==> src/rtl/imem_program_writer.sv <==
// imem_program_writer: encodes symbolic instruction beats and writes them to consecutive imem addresses
// Ports: clk/rst_n (sync active-low); start/base_addr open a program; finish closes it;
// in_valid/in_ready handshake with op_sel, rs, rt, rd, shamt, funct, imm, target fields;
// imem_we/imem_addr/imem_wdata drive the memory write port; words, busy, done, full, err_illegal report status.
module imem_program_writer #(
  parameter int ADDR_W = 8
) (
  input  logic              clk,
  input  logic              rst_n,
  input  logic              start,
  input  logic [ADDR_W-1:0] base_addr,
  input  logic              finish,
  input  logic              in_valid,
  output logic              in_ready,
  input  logic [3:0]        op_sel,
  input  logic [4:0]        rs,
  input  logic [4:0]        rt,
  input  logic [4:0]        rd,
  input  logic [4:0]        shamt,
  input  logic [5:0]        funct,
  input  logic [15:0]       imm,
  input  logic [25:0]       target,
  output logic              imem_we,
  output logic [ADDR_W-1:0] imem_addr,
  output logic [31:0]       imem_wdata,
  output logic [ADDR_W:0]   words,
  output logic              busy,
  output logic              done,
  output logic              full,
  output logic              err_illegal
);
  typedef enum logic [1:0] {IDLE, LOAD, DONE, FULL} state_t;
  state_t state, state_nx;
  logic [ADDR_W-1:0] next_addr;
  logic accept, legal, last;
  logic [31:0] enc;
  assign in_ready = state == LOAD;
  assign busy     = state == LOAD;
  assign done     = state == DONE;
  assign full     = state == FULL;
  assign accept   = in_ready && in_valid;
  assign legal    = op_sel <= 4'd8;
  assign last     = &next_addr;
  // I-type opcodes are 1000_00 + (op_sel-1), so addi..bne map to 100000..100110
  always_comb begin
    enc = 32'd0;
    if (op_sel == 4'd0) enc = {6'b000000, rs, rt, rd, shamt, funct};
    else if (op_sel == 4'd8) enc = {6'b111111, target};
    else if (legal) enc = {3'b100, op_sel[2:0] - 3'd1, rs, rt, imm};
  end
  // exhaustion outranks finish when the final address is consumed
  always_comb begin
    state_nx = state;
    if (state == LOAD) state_nx = (accept && legal && last) ? FULL : finish ? DONE : LOAD;
    else if (start) state_nx = LOAD;
  end
  always_ff @(posedge clk) begin
    if (!rst_n) begin
      state       <= IDLE;
      next_addr   <= '0;
      words       <= '0;
      err_illegal <= 1'b0;
      imem_we     <= 1'b0;
      imem_addr   <= '0;
      imem_wdata  <= '0;
    end else begin
      state   <= state_nx;
      imem_we <= 1'b0;
      if (state != LOAD && start) begin
        next_addr   <= base_addr;
        words       <= '0;
        err_illegal <= 1'b0;
      end else if (accept && legal) begin
        imem_we    <= 1'b1;
        imem_addr  <= next_addr;
        imem_wdata <= enc;
        next_addr  <= next_addr + 1'b1;
        words      <= words + 1'b1;
      end else if (accept) begin
        err_illegal <= 1'b1;
      end
    end
  end
endmodule

==> config.mk <==
export PLATFORM = sky130hd
export DESIGN_NAME = imem_program_writer
export DESIGN_NICKNAME = d
export VERILOG_FILES = /design/src/rtl/imem_program_writer.sv
export SDC_FILE = /design/constraint.sdc
export NUM_CORES = 1
export LEC_CHECK = 0
export BUFFER_PORTS_ARGS = -buffer_cell sky130_fd_sc_hd__buf_2
export CAP_MARGIN = 5
export CORE_MARGIN = 2
export CORE_UTILIZATION = 48
export CTS_BUF_LIST = sky130_fd_sc_hd__clkbuf_8
export DETAILED_ROUTE_END_ITERATION = 6
export HOLD_SLACK_MARGIN = 0.05
export PLACE_DENSITY = 0.86
export SLEW_MARGIN = 20
export SYNTH_ARGS = -nofsm -noshare
export SYNTH_HDL_FRONTEND = slang
export SYNTH_SLANG_ARGS = --single-unit
==> constraint.sdc <==
create_clock -name clk -period 2.1 [get_ports clk]
set_input_delay 0.21 -clock clk [delete_from_list [all_inputs] [get_ports clk]]
set_output_delay 0.21 -clock clk [all_outputs]
set_load 0.02 [all_outputs]
Word level (Yosys, flattened, before mapping)
Cells that the tools add are included.
{"block": "classes", "reduce_logical": 11, "bitwise": 3, "mux": 10, "order_cmp": 1, "n_eq_ne": 5, "n_addsub": 3}
{"cell": "32-bit 2-to-1 mux", "n": 3}
{"cell": "8-bit 2-to-1 mux", "n": 2}
{"cell": "9-bit by 1-bit adder with 9-bit output, second input constant", "n": 1}
{"cell": "8-bit by 1-bit adder with 8-bit output, second input constant", "n": 1}
{"cell": "2-bit 2-to-1 mux", "n": 4}
{"cell": "8-bit AND reduction", "n": 1}
{"cell": "2-bit == test, second input constant", "n": 2}
{"cell": "4-bit == test, second input constant", "n": 1}
{"cell": "4-bit <= comparator, second input constant", "n": 1}
{"cell": "1-bit logical AND", "n": 4}
{"cell": "4-bit zero test", "n": 1}
{"cell": "2-bit AND reduction", "n": 2}
{"cell": "2-bit nonzero test", "n": 2}
{"cell": "1-bit inverter", "n": 3}
{"cell": "3-bit by 1-bit subtractor with 3-bit output, second input constant", "n": 1}
{"cell": "2-bit by 1-bit == test with 1-bit output, second input constant", "n": 1}
{"cell": "2-bit by 1-bit != test with 1-bit output, second input constant", "n": 1}
{"cell": "2-bit OR reduction", "n": 1}
{"cell": "1-bit 2-to-1 mux", "n": 1}
{"block": "totals", "wordCells": 40, "ff_bits": 61, "output_inout_bits": 55}

Depth between registers and ports, before layout
{"block": "depth", "ltp_word": 6, "mapped_depth": 8, "ltp_nobuf": 6}

Worst setup path before layout
Ideal clock, no wire load.
{"block": "synth_path", "path_type": "input to register", "from": "input op_sel[0]", "to": "register imem_wdata[10]", "slack_ps": 413, "path_stages": 8, "setup_ps": 132, "arrival_time_ps": 1554, "cell_sequence": "inv_1 -> ha_1 -> nand2b_4 -> buf_2 -> buf_2 -> mux2_2 -> a22oi_1 -> a21oi_1"}
{"block": "synth_via", "elab_chain_cells": 4, "word_cells_on_any_way": 8, "cone_classes": "order compare (1); eq/ne (1); mux (3); reduce/logical (3)"}
{"item": "from (decl)", "line": "15", "rtl": "input logic [3:0] op_sel,"}
{"item": "4-bit <= comparator", "line": "42", "rtl": "assign legal = op_sel <= 4'd8;"}
{"item": "32-bit 2-to-1 mux", "line": "49", "rtl": "else if (legal) enc = {3'b100, op_sel[2:0] - 3'd1, rs, rt, imm};"}
{"item": "32-bit 2-to-1 mux", "line": "48", "rtl": "else if (op_sel == 4'd8) enc = {6'b111111, target};"}
{"item": "32-bit 2-to-1 mux", "line": "47", "rtl": "if (op_sel == 4'd0) enc = {6'b000000, rs, rt, rd, shamt, funct};"}
{"item": "to (signal assigned)", "line": "76", "rtl": "imem_wdata <= enc;"}
{"item": "to (decl)", "line": "25", "rtl": "output logic [31:0] imem_wdata,"}
Several ways; a longest one is shown, not always the timed one.
A chain may end at the register's enable or synchronous reset.

Final worst setup path
{"block": "layout_path", "from": "register next_addr[0]", "to": "register next_addr[6]"}
{"block": "layout_via", "elab_chain_cells": 3}
{"item": "from (decl)", "line": "34", "rtl": "logic [ADDR_W-1:0] next_addr;"}
{"item": "from (signal assigned)", "line": "70", "rtl": "next_addr <= base_addr;"}
{"item": "from (signal assigned)", "line": "77", "rtl": "next_addr <= next_addr + 1'b1;"}
{"item": "8-bit by 1-bit adder with 8-bit output", "line": "77"}
{"item": "8-bit 2-to-1 mux", "line": "73", "rtl": "end else if (accept && legal) begin"}
{"item": "8-bit 2-to-1 mux", "line": "69", "rtl": "if (state != LOAD && start) begin"}
Every way passes these cells. The select of a mux whose other input is x is not followed.

==> metrics <==
Layout Nets=between 500 and 600; setup TNS=0 ps; Detailed Place HPWL=5.84 mm; worst skew pair latency=between 300 and 400 ps; I/O pin total=140; chip height=about 82 um; CTS sink cnt=60; crit-path cells=ha_1 > nand3_1 > a211o_1 > or3_1 > a31oi_1; depth of the most critical reg-to-reg path=5; critical path class=reg -> reg; total global routing overflow=0; status=complete, no violations; All-Layer GR Usage=24.7%; clk_skew=10.7 ps; TritonCTS buffer count=9; RR Startpoint=next_addr[0]; # hold bufs at CTS=0; final slew viol count=0; initial antenna violation count=0; GR met3 Demand/Resource=slightly above 6%; power density over cell area=~660 nW/um2; die width=between 80 and 90 um; Area Growth Syn to Fin=32.1%; Die ar.=between 6000 and 7000 um2; period utilization=between 80 and 90%; core region area=between 5000 and 6000 um2; hold depth=3; H-tree lvl count=3; minimum clock period=~1700 ps; Min-Delay Endpoint=next_addr[7]; maximum VDD drop=around 0.37 mV; Syn Inst Count=about 340; CP Data Arrival Time=about 2000 ps; YS warnings=0; Initial Utilization=49.3%; library cells used by synthesis=43; Port Buffers=139; Crit path max-delay family=compound AO/OA/AOI/OAI gates; Leak Pwr=~1.7 nW; Post-Syn Area=approximately 2900 um2; worst-path fanout max=6; postcts setup bufs=0; CTS tree=built; FFs w/ async S/R, synth=0%; GPL Wtd Cong=0.831; max-cap viol count=0; Critical-path top delay cell=dfxtp_1; Min Hold Slack=173 ps; Final Util=between 60 and 70%; n_diodes=0; Clock Path Buffers=2; final hold viol count=0; via count=3036; CP max stage delay=~450 ps; Synth Register Bits=60; GR Layer Usage met2=around two fifths; sequential area share after synthesis=41.4%; most frequent cells in the layout=139 x buf_2, 60 x dfxtp_1, 46 x a21oi_1, 36 x o21ai_0, 28 x nand2_1; met1 GRT Util=30.7%; Worst Min Path Start=base_addr[7]; global-route wire length before repair=between 10 and 15 mm; GRT busiest layer=met2; Detailed Route WL=8.05 mm; ratio of cells with drive above 1 in the final layout=39.3%; Clk Tree Root Cell=clkbuf_8; Post-synth EDFFs=0; RSZ-0062 raised after global routing=no; critical path startpoint category=flop; vias in the first global route=approximately 2.8k; RR Endpoint=next_addr[6]; largest net degree at the start of global routing=43; syn_area_per_cell=about 8.6 um2; type of the most critical hold path=in -> reg; Residual DRC=0; commonest non-fill, non-tap cell in the layout=buf_2; fmax=approximately 590 MHz; actual slew at the worst max-slew pin=about 650 ps; fillcell total=510; R2R Setup Slk=roughly 400 ps; iteration count of the initial detailed-routing pass=5; worst path required time=roughly 2400 ps; row cnt=28; Critical Path Stages=5; DR iter-0 viols=approximately 140; main flop type after synthesis=dfxtp_1; post-cts resize count=0; routed len/inst=approximately 15 um; worst path bufs/invs=0; Area after DPL=approximately 3700 um2; DR vias/cell=5.54; cell area after layout=roughly 3800 um2; Max-slew headroom=a little under three fifths; DRT antenna net count=0; # setup viols final=0; CTS clk-pin slew, worst paths=70 ps; CP endpoint kind=flop; Syn Nets=approximately 430
==> report_power, final <==
group	internal, W	switching (W)	leakage, nW
clock	0.000447	0.000448	0.0930
sequential	0.00119	0.0000385	0.488
combinational	0.000180	0.000225	1.14
total	0.00181	0.000712	1.73
==> worst reg2reg max path, delay by kind of cell, from the launching register on <==
kind	cells	cell delay, ps
compound gates	2	500
flops	1	450
simple gates	2	430
fa+ha+maj	1	260
==> sequential cells by signal (all words and copies together), names as in the netlist <==
signal,cells
err_illegal,1
next_addr,8
imem_addr,8
state,2
words,9
imem_we,1
imem_wdata,31
==> metal layers <==
layer  vias up  part of all wire (%)  routed length, um
li1       1498                     -                  -
met1      1382                    42               3380
met2       145                    48               3890
met3        11                   8.1                654
met4         0                   1.6                127
met5         -                     0                  0
==> synth_stat cells (2+ instances only) <==
library cell,number,area share (%)
dfxtp_1,60,41
a21oi_1,46,7.9
o21ai_0,36,6.2
nand2_1,28,3.6
a22oi_1,17,4.4
mux2_2,16,6.2
clkbuf_1,14,1.8
nand2b_1,12,2.6
nor2_1,11,1.4
buf_2,10,1.7
o22ai_1,10,2.2
inv_1,8,1.0
nand3_1,8,1.4
xnor2_1,7,2.1
a31oi_1,6,1.3
a211oi_1,5,1.3
buf_4,4,1.0
ha_1,4,1.7
and2_1,3,0.65
nand4_1,3,0.65
o31ai_1,3,0.78
or4_1,3,0.78
nor2b_1,2,0.43
nor3_1,2,0.34
o221ai_1,2,0.60
==> through the flow <==
step | cells | setup slack (ps) | total power (W)
after CTS | 548 | 407 | 0.00254
final | 548 | 392 | 0.00252
after floorplan | 338 | 413 | 0.00148
after detailed placement | 532 | 145 | 0.00165
after global routing | 548 | 263 | 0.00263
after global placement | 532 | 220 | 0.00164
==> layout make-up <==
| cell class | instances | area (um2) | share of cell area, % |
|---|---|---|---|
| clock buffer | 10 | 138 | 3.59 |
| clock inverter | 6 | 31.3 | 0.816 |
| inverter | 9 | 33.8 | 0.881 |
| multi-input combinational | 241 | 1540 | 40.2 |
| sequential | 60 | 1200 | 31.3 |
| tap | 75 | 93.8 | 2.45 |
| timing repair buffer | 147 | 793 | 20.7 |
==> cells by family after synthesis <==
group                      Yosys count  share of synthesized area, %
AOI/OAI and AO/OA                  135                          28.6
xor gates and xnor gates             7                          2.11
adders and majority gates            4                          1.72
buffers and inverters               37                          5.73
DFF                                 60                          41.4
muxes                               16                          6.21
and+or+nand+nor                     79                          14.2
==> worst max-delay path by stage <==
stage / startpoint / end / slack [ps]
6_report: next_addr[0] / next_addr[6] / 390
3_3_place_gp: op_sel[0] / imem_wdata[11] / 220
4_1_cts: state[0] / words[7] / 410
5_1_grt: state[0] / next_addr[5] / 260
2_1_floorplan: op_sel[0] / imem_wdata[10] / 410
3_5_place_dp: op_sel[0] / imem_wdata[14] / 150
Note: power is estimated with default switching activity, not from simulation.
